$ cat src/rtl/execute_mdu.sv
// Iterative RV64M-style multiply/divide unit: one shift-add or restoring-divide
// step per cycle, fixed XLEN+1 cycle latency, valid/ready handshake on both sides.
module execute_mdu #(
  parameter int XLEN    = 64,
  parameter bit WORD_EN = 1
) (
  input  logic            clk,
  input  logic            reset,
  input  logic            in_valid,
  output logic            in_ready,
  input  logic [2:0]      op,
  input  logic            word,
  input  logic [XLEN-1:0] a,
  input  logic [XLEN-1:0] b,
  input  logic            flush,
  output logic            out_valid,
  input  logic            out_ready,
  output logic [XLEN-1:0] result
);

  localparam int CW = $clog2(XLEN) + 1;
  localparam logic [CW-1:0] ITER = CW'(XLEN);
  localparam bit WEN = (XLEN == 32) ? 1'b0 : WORD_EN;

  localparam logic [2:0] OP_MUL    = 3'd0;
  localparam logic [2:0] OP_MULH   = 3'd1;
  localparam logic [2:0] OP_MULHSU = 3'd2;
  localparam logic [2:0] OP_DIV    = 3'd4;
  localparam logic [2:0] OP_REM    = 3'd6;

  typedef enum logic [1:0] {IDLE, BUSY, DONE} state_e;

  state_e            state_q, state_d;
  logic [CW-1:0]     cnt_q, cnt_d;
  logic [2:0]        op_q, op_d;
  logic              word_q, word_d;
  logic              sa_q, sa_d, sb_q, sb_d, bz_q, bz_d;
  logic [XLEN-1:0]   a_q, a_d, m_q, m_d, hi_q, hi_d, lo_q, lo_d;
  logic [XLEN-1:0]   result_q, result_d;

  logic              wordEff, aSigned, bSigned;
  logic [XLEN-1:0]   aExt, bExt;
  logic [XLEN:0]     mulSum, divShift, divDiff;
  logic [2*XLEN-1:0] prodMag, prodSigned;
  logic [XLEN-1:0]   quo, rem, full, finalRes;

  // Operand preparation: word-mode narrowing, then sign extraction for magnitudes.
  always_comb begin
    wordEff = WEN & word;
    aSigned = (op == OP_MULH) || (op == OP_MULHSU) || (op == OP_DIV) || (op == OP_REM);
    bSigned = (op == OP_MULH) || (op == OP_DIV) || (op == OP_REM);
    aExt = a;
    bExt = b;
    if (wordEff) begin
      aExt = aSigned ? XLEN'($signed(a[31:0])) : XLEN'(a[31:0]);
      bExt = bSigned ? XLEN'($signed(b[31:0])) : XLEN'(b[31:0]);
    end
  end

  // Per-cycle iteration datapath and completion-time sign fix-up.
  always_comb begin
    mulSum   = {1'b0, hi_q} + (lo_q[0] ? {1'b0, m_q} : '0);
    divShift = {hi_q, lo_q[XLEN-1]};
    divDiff  = divShift - {1'b0, m_q};

    prodMag    = {hi_q, lo_q};
    prodSigned = (sa_q ^ sb_q) ? -prodMag : prodMag;
    quo        = (sa_q ^ sb_q) ? -lo_q : lo_q;
    rem        = sa_q ? -hi_q : hi_q;

    case (op_q)
      OP_MUL:                 full = prodSigned[XLEN-1:0];
      3'd1, 3'd2, 3'd3:       full = prodSigned[2*XLEN-1:XLEN];
      3'd4, 3'd5:             full = bz_q ? '1 : quo;
      default:                full = bz_q ? a_q : rem;
    endcase

    finalRes = full;
    if (word_q) begin
      if ((op_q != OP_MUL) && !op_q[2]) finalRes = '0;
      else                              finalRes = XLEN'($signed(full[31:0]));
    end
  end

  // Next-state and register updates; flush overrides everything else.
  always_comb begin
    state_d  = state_q;
    cnt_d    = cnt_q;
    op_d     = op_q;
    word_d   = word_q;
    sa_d     = sa_q;
    sb_d     = sb_q;
    bz_d     = bz_q;
    a_d      = a_q;
    m_d      = m_q;
    hi_d     = hi_q;
    lo_d     = lo_q;
    result_d = result_q;

    case (state_q)
      IDLE: begin
        if (in_valid) begin
          state_d = BUSY;
          cnt_d   = '0;
          op_d    = op;
          word_d  = wordEff;
          sa_d    = aSigned & aExt[XLEN-1];
          sb_d    = bSigned & bExt[XLEN-1];
          bz_d    = (bExt == '0);
          a_d     = aExt;
          m_d     = (bSigned & bExt[XLEN-1]) ? -bExt : bExt;
          hi_d    = '0;
          lo_d    = (aSigned & aExt[XLEN-1]) ? -aExt : aExt;
        end
      end
      BUSY: begin
        if (cnt_q == ITER) begin
          result_d = finalRes;
          state_d  = DONE;
        end else begin
          cnt_d = cnt_q + CW'(1);
          if (!op_q[2]) begin
            hi_d = mulSum[XLEN:1];
            lo_d = {mulSum[0], lo_q[XLEN-1:1]};
          end else if (!divDiff[XLEN]) begin
            hi_d = divDiff[XLEN-1:0];
            lo_d = {lo_q[XLEN-2:0], 1'b1};
          end else begin
            hi_d = divShift[XLEN-1:0];
            lo_d = {lo_q[XLEN-2:0], 1'b0};
          end
        end
      end
      DONE: begin
        if (out_ready) state_d = IDLE;
      end
      default: state_d = IDLE;
    endcase

    if (flush) state_d = IDLE;
  end

  // State and datapath registers.
  always_ff @(posedge clk or posedge reset) begin
    if (reset) begin
      state_q  <= IDLE;
      cnt_q    <= '0;
      op_q     <= '0;
      word_q   <= 1'b0;
      sa_q     <= 1'b0;
      sb_q     <= 1'b0;
      bz_q     <= 1'b0;
      a_q      <= '0;
      m_q      <= '0;
      hi_q     <= '0;
      lo_q     <= '0;
      result_q <= '0;
    end else begin
      state_q  <= state_d;
      cnt_q    <= cnt_d;
      op_q     <= op_d;
      word_q   <= word_d;
      sa_q     <= sa_d;
      sb_q     <= sb_d;
      bz_q     <= bz_d;
      a_q      <= a_d;
      m_q      <= m_d;
      hi_q     <= hi_d;
      lo_q     <= lo_d;
      result_q <= result_d;
    end
  end

  assign in_ready  = (state_q == IDLE);
  assign out_valid = (state_q == DONE);
  assign result    = result_q;

endmodule

$ cat config.mk
export PLATFORM = sky130hd
export DESIGN_NAME = execute_mdu
export DESIGN_NICKNAME = d
export VERILOG_FILES = /design/src/rtl/execute_mdu.sv
export SDC_FILE = /design/constraint.sdc
export NUM_CORES = 2
export LEC_CHECK = 0
export CORE_MARGIN = 1.5
export CORE_UTILIZATION = 50
export DETAILED_ROUTE_END_ITERATION = 16
export PLACE_DENSITY = 0.76
export REMOVE_ABC_BUFFERS = 1
export SKIP_CTS_REPAIR_TIMING = 1
export SLEW_MARGIN = 20
export SYNTH_ARGS = -nofsm -noshare
export SYNTH_HDL_FRONTEND = slang
export SYNTH_SLANG_ARGS = --single-unit
export TNS_END_PERCENT = 5
$ cat constraint.sdc
create_clock -name clk -period 11 [get_ports clk]
set_input_delay 2.2 -clock clk [delete_from_list [all_inputs] [get_ports clk]]
set_output_delay 2.2 -clock clk [all_outputs]
set_load 0.005 [all_outputs]
# [Word-level counts from Yosys, hierarchy flattened]
# Index checks and enable logic that the tools add are counted.
[totals] elab_cells=91 reg_bits=336 inputBits=137 output_inout_bits=66
[classes] eq_ne=17 bitwise=3 n_reduce_logical=18 addsub=8 mux=33
[ops] op="$mux 64" n=20
[ops] op="$neg 64->64" n=4
[ops] op="$pmux 64 s2" n=2
[ops] op="$pmux 64 s3" n=1
[ops] op="$mux 128" n=1
[ops] op="$neg 128->128" n=1
[ops] op="$add 64x64->65" n=1
[ops] op="$sub 65x64->65" n=1
[ops] op="$logic_not 64->1" n=1
[ops] op="$mux 7" n=2
[ops] op="$pmux 7 s2" n=1
[ops] op="$eq 3x3->1 const B" n=4
[ops] op="$eq 3x2->1 const B" n=3
[ops] op="$mux 2" n=4
[ops] op="$add 7x1->7 const B" n=1
[ops] op="$eq 7x7->1 const B" n=1
[ops] op="$eq 3x1->1 const B" n=2
[ops] op="$ne 3x2->1 const B" n=2
[ops] op="$pmux 2 s3" n=1
[ops] op="$reduce_and 3->1" n=2
[ops] op="$logic_or 1x1->1" n=5
[ops] op="$ne 2x2->1 const B" n=2
[ops] op="$reduce_and 2->1" n=2
[ops] op="$logic_not 3->1" n=1
[ops] op="other kinds (13)" n=14

# [Longest topological paths before layout]
[logic_depth] depth_word=10 mapped_depth=17 mapped_depth_nobuf=16

# [Least setup slack after synthesis]
# OpenSTA, ideal clock, no wires.
[synth_timing] path_type="input port to flip-flop" start="input port b[4]" end="register m_q[61]" arrival_ns=5.407 required_ns=10.917 path_slack_ns=5.511 cell_stages=12 setup_ns=0.083 path_buffers=0 cell_sequence="or3_1 -> nor4_1 -> nand2_1 -> nor4_2 -> or3b_2 -> or3_1 -> nor2_1 -> o211ai_1 -> nor3b_1 -> nor2_1 -> xor2_1 -> o21ai_0"
[synth_between] elab_chain_len=4
[synth_rtl] element="start: declaration" line_no="14" rtl="input logic [XLEN-1:0] b,"
[synth_rtl] element="$mux 64" line_no="56" rtl="bExt = bSigned ? XLEN'($signed(b[31:0])) : XLEN'(b[31:0]);"
[synth_rtl] element="$mux 64 *" line_no="54" rtl="if (wordEff) begin"
[synth_rtl] element="$neg 64->64 *" line_no="111" rtl="m_d = (bSigned & bExt[XLEN-1]) ? -bExt : bExt;"
[synth_rtl] element="$mux 64 *" line_no="111"
[synth_rtl] element="end signal: assignment" line_no="167" rtl="m_q <= m_d;"
[synth_rtl] element="end: declaration" line_no="38" rtl="logic [XLEN-1:0] a_q, a_d, m_q, m_d, hi_q, hi_d, lo_q, lo_d;"
# Every way passes the cells marked *; elsewhere a longest branch is shown, timed or not.
# A chain may end at the register's enable or synchronous reset.

# [Worst setup path after layout]
[layout_timing] start="input port b[2]" end="register m_q[61]"
# Same word-level chain as after synthesis.

==> flow_summary.rst <==
.. list-table::
   :header-rows: 1

   * - Metric
     - Value
   * - Outcome
     - completed
   * - Via density per instance
     - approximately 6.4
   * - Full die area
     - approximately 65000 um^2
   * - Beginning of the worst hold path
     - m_q[32]
   * - Area taken by flip-flops and latches
     - about 8400 um^2
   * - Maximum level of the CTS H-tree
     - 2
   * - Synth Area in Compound Gates
     - about a quarter
   * - Cell area after synthesis
     - around 32000 um^2
   * - DR vias
     - around 33k
   * - Setup crit start
     - b[2]
   * - Final routed DRC violation total
     - 0
   * - Rel. slew slack
     - ~17%
   * - Fraction of layout cells with a size suffix above 1
     - between 4 and 5%
   * - Worst EP required
     - 11.42 ns
   * - Async S/R FF share, synth
     - 100%
   * - Type of element launching the critical path
     - input port
   * - Post-route fraction of the period consumed by the critical path
     - between 50% and 60%
   * - Worst clock skew on the final layout
     - about 0.031 ns
   * - Peak Freq
     - between 0.15 and 0.2 GHz
   * - Share of the synthesized area in the top cell type
     - between 20% and 30%
   * - 1st-iter DRT viols
     - between 4k and 5k
   * - Boundary pin count
     - 203
   * - Total clock sinks
     - 336
   * - Unrepaired setup endpoints after global routing
     - false
   * - Cell types with the largest area share after synthesis
     - sky130_fd_sc_hd__dfrtp_1 27%, sky130_fd_sc_hd__o21ai_0 8.7%, sky130_fd_sc_hd__nand2_1 7.0%
   * - Total negative slack for setup checks
     - 0 ns
   * - Maximum clock path buffer count
     - 3
   * - First-pass GRT wire length
     - between 150000 and 200000 um
   * - Detailed-routing iteration count for the pre-antenna-repair pass
     - 8
   * - Number of antenna violations at the first check in global routing
     - 0
   * - R2R Path Start
     - lo_q[2]
   * - Data arrival time at the worst-slack endpoint
     - between 6 and 7 ns
   * - Combinational family with the most area after synthesis
     - compound AO/OA/AOI/OAI gates
   * - TritonCTS clock tree
     - yes
   * - Clock insertion delay at the later pin of the skew report
     - 0.59 ns
   * - Leading post-synthesis cells by instance count
     - 594 x sky130_fd_sc_hd__nand2_1, 547 x sky130_fd_sc_hd__o21ai_0, 412 x sky130_fd_sc_hd__a21oi_1, 386 x sky130_fd_sc_hd__nor2_1, 336 x sky130_fd_sc_hd__dfrtp_1
   * - Maximum Capacitance Violations
     - 0
   * - Proportion of power drawn by combinational gates
     - ~57%
   * - Maximum number of pins on one net before global-route repair
     - around 170
   * - Final Hold Viols
     - 0
   * - Fraction of the mapped netlist area in adder cells
     - between 5 and 6%
   * - Area added between synthesis and finish
     - 11.9%
   * - Crit path max fanout
     - 7
   * - Count of flip-flops with a built-in enable after synthesis
     - 0
   * - Gate Count Post-Synth
     - between 4k and 5k
   * - Multiplexer area fraction after synthesis
     - 3.73%
   * - Crit. End Element
     - register
   * - CTS Buf Count
     - 41
   * - Peak supply drop
     - 0.114 mV
   * - Nets@finish
     - between 4k and 5k
   * - Post-synthesis sequential area ratio
     - between 20% and 30%
   * - Total of warnings raised by yosys
     - 0
   * - Clock slew at the register clock pins of the worst setup and hold paths
     - 0.06 ns
   * - Total area of multi-input combinational cells
     - around 22000 um^2
   * - Critical path class
     - input port to register
   * - Effective utilization at floorplan
     - just over 50%
   * - Internal power of the cells
     - ~4.1 mW
   * - Detailed-placement wirelength estimate
     - ~85000 um
   * - Final worst setup slack
     - about 4.5 ns
   * - Yosys reg bits
     - approximately 340
   * - Static leakage power
     - about 15 nW
   * - Net Sw Power
     - roughly 3.9 mW
   * - Cell taking the most area after synthesis
     - sky130_fd_sc_hd__dfrtp_1
   * - Simple-gate portion of the synthesized area
     - about 21%
   * - Routability cong.
     - between 1 and 1.5
   * - Final worst hold slack
     - roughly 0.48 ns
   * - Count of distinct cell types in the synthesized netlist
     - 87
   * - Core Area
     - roughly 63000 um^2
   * - Net switching fraction of the power
     - approximately 49%
   * - Global router's overall resource usage
     - 34.8%
   * - Pre-CTS WS
     - 4.02 ns
   * - Cell area power density
     - ~230 nW/um^2
   * - Portion of total power attributed to the clock network
     - roughly 18%
   * - Shortest period the worst path allows
     - around 6.5 ns
   * - Grt ovf
     - 0
   * - Number of port buffers
     - 202
   * - Final setup vio count
     - 0
   * - Flip-flop cell with the highest count after synthesis
     - sky130_fd_sc_hd__dfrtp_1
   * - Detail-routed net length per standard cell
     - 22.1 um
   * - Synthesized area per cell
     - between 7 and 8 um^2
   * - Root Buffer
     - sky130_fd_sc_hd__clkbuf_16
   * - Worst Tran Pin Value
     - roughly 1.2 ns
   * - Hold WC Path Type
     - register to register
   * - Area share of xor/xnor cells in the synthesized design
     - 11.5%
   * - Standard-cell rows
     - 92
   * - Via count of the first global-routing pass
     - roughly 30k
   * - Die width
     - between 200 and 300 um
   * - ANT cells
     - 0
   * - Most common cell in the netlist
     - sky130_fd_sc_hd__nand2_1
   * - Final design instance area without fill
     - approximately 35000 um^2
   * - Vertical extent of the die
     - approximately 250 um
   * - Number of pins with negative max-slew slack in the final report
     - 0
   * - Count of fill cells added during filler insertion
     - about 6.1k
   * - Number of nets with antenna violations after routing
     - 0
   * - Placed inst area
     - 34000 um^2
   * - Power share of the sequential group
     - 25.2%
   * - Total wire length after detailed routing
     - between 100000 and 150000 um
-- state kept, by name, indices dropped and copies added, names as in the netlist --
register and flops:
state_q 2, op_q 3, cnt_q 7, result 64
bz_q 1, a_q 64, hi_q 64, lo_q 64
sa_q 1, word_q 1, sb_q 1, m_q 64
-- cell families after synthesis --
family,after synthesis
DFF,336
muxes,116
AOI/OAI and AO/OA,1426
buffers and inverters,441
adders and majority gates,136
and+or+nand+nor,1454
xor gates and xnor gates,416
-- cell usage in the layout, fill, tap and decap left out, types with 34 or more instances in the layout --
cell and n:
sky130_fd_sc_hd__nand3_1 87, sky130_fd_sc_hd__or3_1 36, sky130_fd_sc_hd__a21oi_1 412, sky130_fd_sc_hd__o21ai_0 547, sky130_fd_sc_hd__a221oi_1 34, sky130_fd_sc_hd__buf_4 53
sky130_fd_sc_hd__xnor2_1 218, sky130_fd_sc_hd__o31ai_1 48, sky130_fd_sc_hd__xor2_1 195, sky130_fd_sc_hd__a31oi_1 56, sky130_fd_sc_hd__clkbuf_16 41, sky130_fd_sc_hd__nor3_1 95
sky130_fd_sc_hd__mux2i_1 102, sky130_fd_sc_hd__nor4_1 50, sky130_fd_sc_hd__clkdlybuf4s50_1 201, sky130_fd_sc_hd__nor2_1 381, sky130_fd_sc_hd__nand2_1 592, sky130_fd_sc_hd__ha_1 134
sky130_fd_sc_hd__inv_1 113, sky130_fd_sc_hd__dfrtp_1 333, sky130_fd_sc_hd__a21o_1 82, sky130_fd_sc_hd__nand4_1 41
-- per-layer routing --
metal / vias to the layer above / part of all wire [%] / global-route usage, %
li1: 15339 / - / -
met1: 15512 / 42 / 48.1
met2: 1751 / 44 / 53.4
met3: 313 / 9.0 / 5.00
met4: 0 / 5.4 / 17.1
met5: - / 0 / 0
-- power by group through the flow --
| stage | clock network [mW] | registers (mW) | logic, mW |
|---|---|---|---|
| global route | 1.48 | 2.03 | 4.94 |
| floorplan | 0 | 1.80 | 3.30 |
| CTS | 1.44 | 1.98 | 4.42 |
| finish | 1.43 | 2.01 | 4.53 |
| detailed placement | 0 | 2.00 | 4.40 |
| global placement | 0 | 1.99 | 4.36 |
-- path summary, 6_finish.rpt --
path | depth (start not counted) | to | slack [ns]
min | 2 | m_q[32] | 0.48
max reg2reg | 11 | result[39] | 5.05
max in group asynchronous | 3 | bz_q | 7.30
min reg2reg | 2 | m_q[32] | 0.48
min in group asynchronous | 2 | a_q[20] | 2.11
max | 13 | m_q[61] | 4.54
-- layout make-up --
cell class              count  share of cell area [%]
well taps                 846                    2.99
flip-flops and latches    336                    23.8
clock inverters            19                   0.718
inverters                 117                    1.26
multi-input cells        3548                    61.2
clock buffers              53                    3.20
repair buffers            256                    6.88
-- metrics by stage --
stage / cells / util (%) / power (mW)
after global routing: 5175 / 56.3 / 8.46
after CTS: 5175 / 56.3 / 7.84
after global placement: 5103 / 54.1 / 6.35
final: 5175 / 56.3 / 7.97
after detailed placement: 5103 / 54.1 / 6.39
after floorplan: 4001 / - / 5.11
-- critical path, cell delays in order --
cell	delay, ns
sky130_fd_sc_hd__clkdlybuf4s50_1	0.46
sky130_fd_sc_hd__or3_1	0.41
sky130_fd_sc_hd__nor4_1	0.63
sky130_fd_sc_hd__nand2_1	0.23
sky130_fd_sc_hd__nor4_2	0.77
sky130_fd_sc_hd__or3b_2	0.59
sky130_fd_sc_hd__or3_1	0.42
sky130_fd_sc_hd__nor2_1	0.29
sky130_fd_sc_hd__o211ai_1	0.23
sky130_fd_sc_hd__nor3b_1	0.34
sky130_fd_sc_hd__nor2_1	0.08
sky130_fd_sc_hd__xor2_1	0.15
sky130_fd_sc_hd__o21ai_0	0.09
Note: power is estimated with default switching activity, not from simulation.
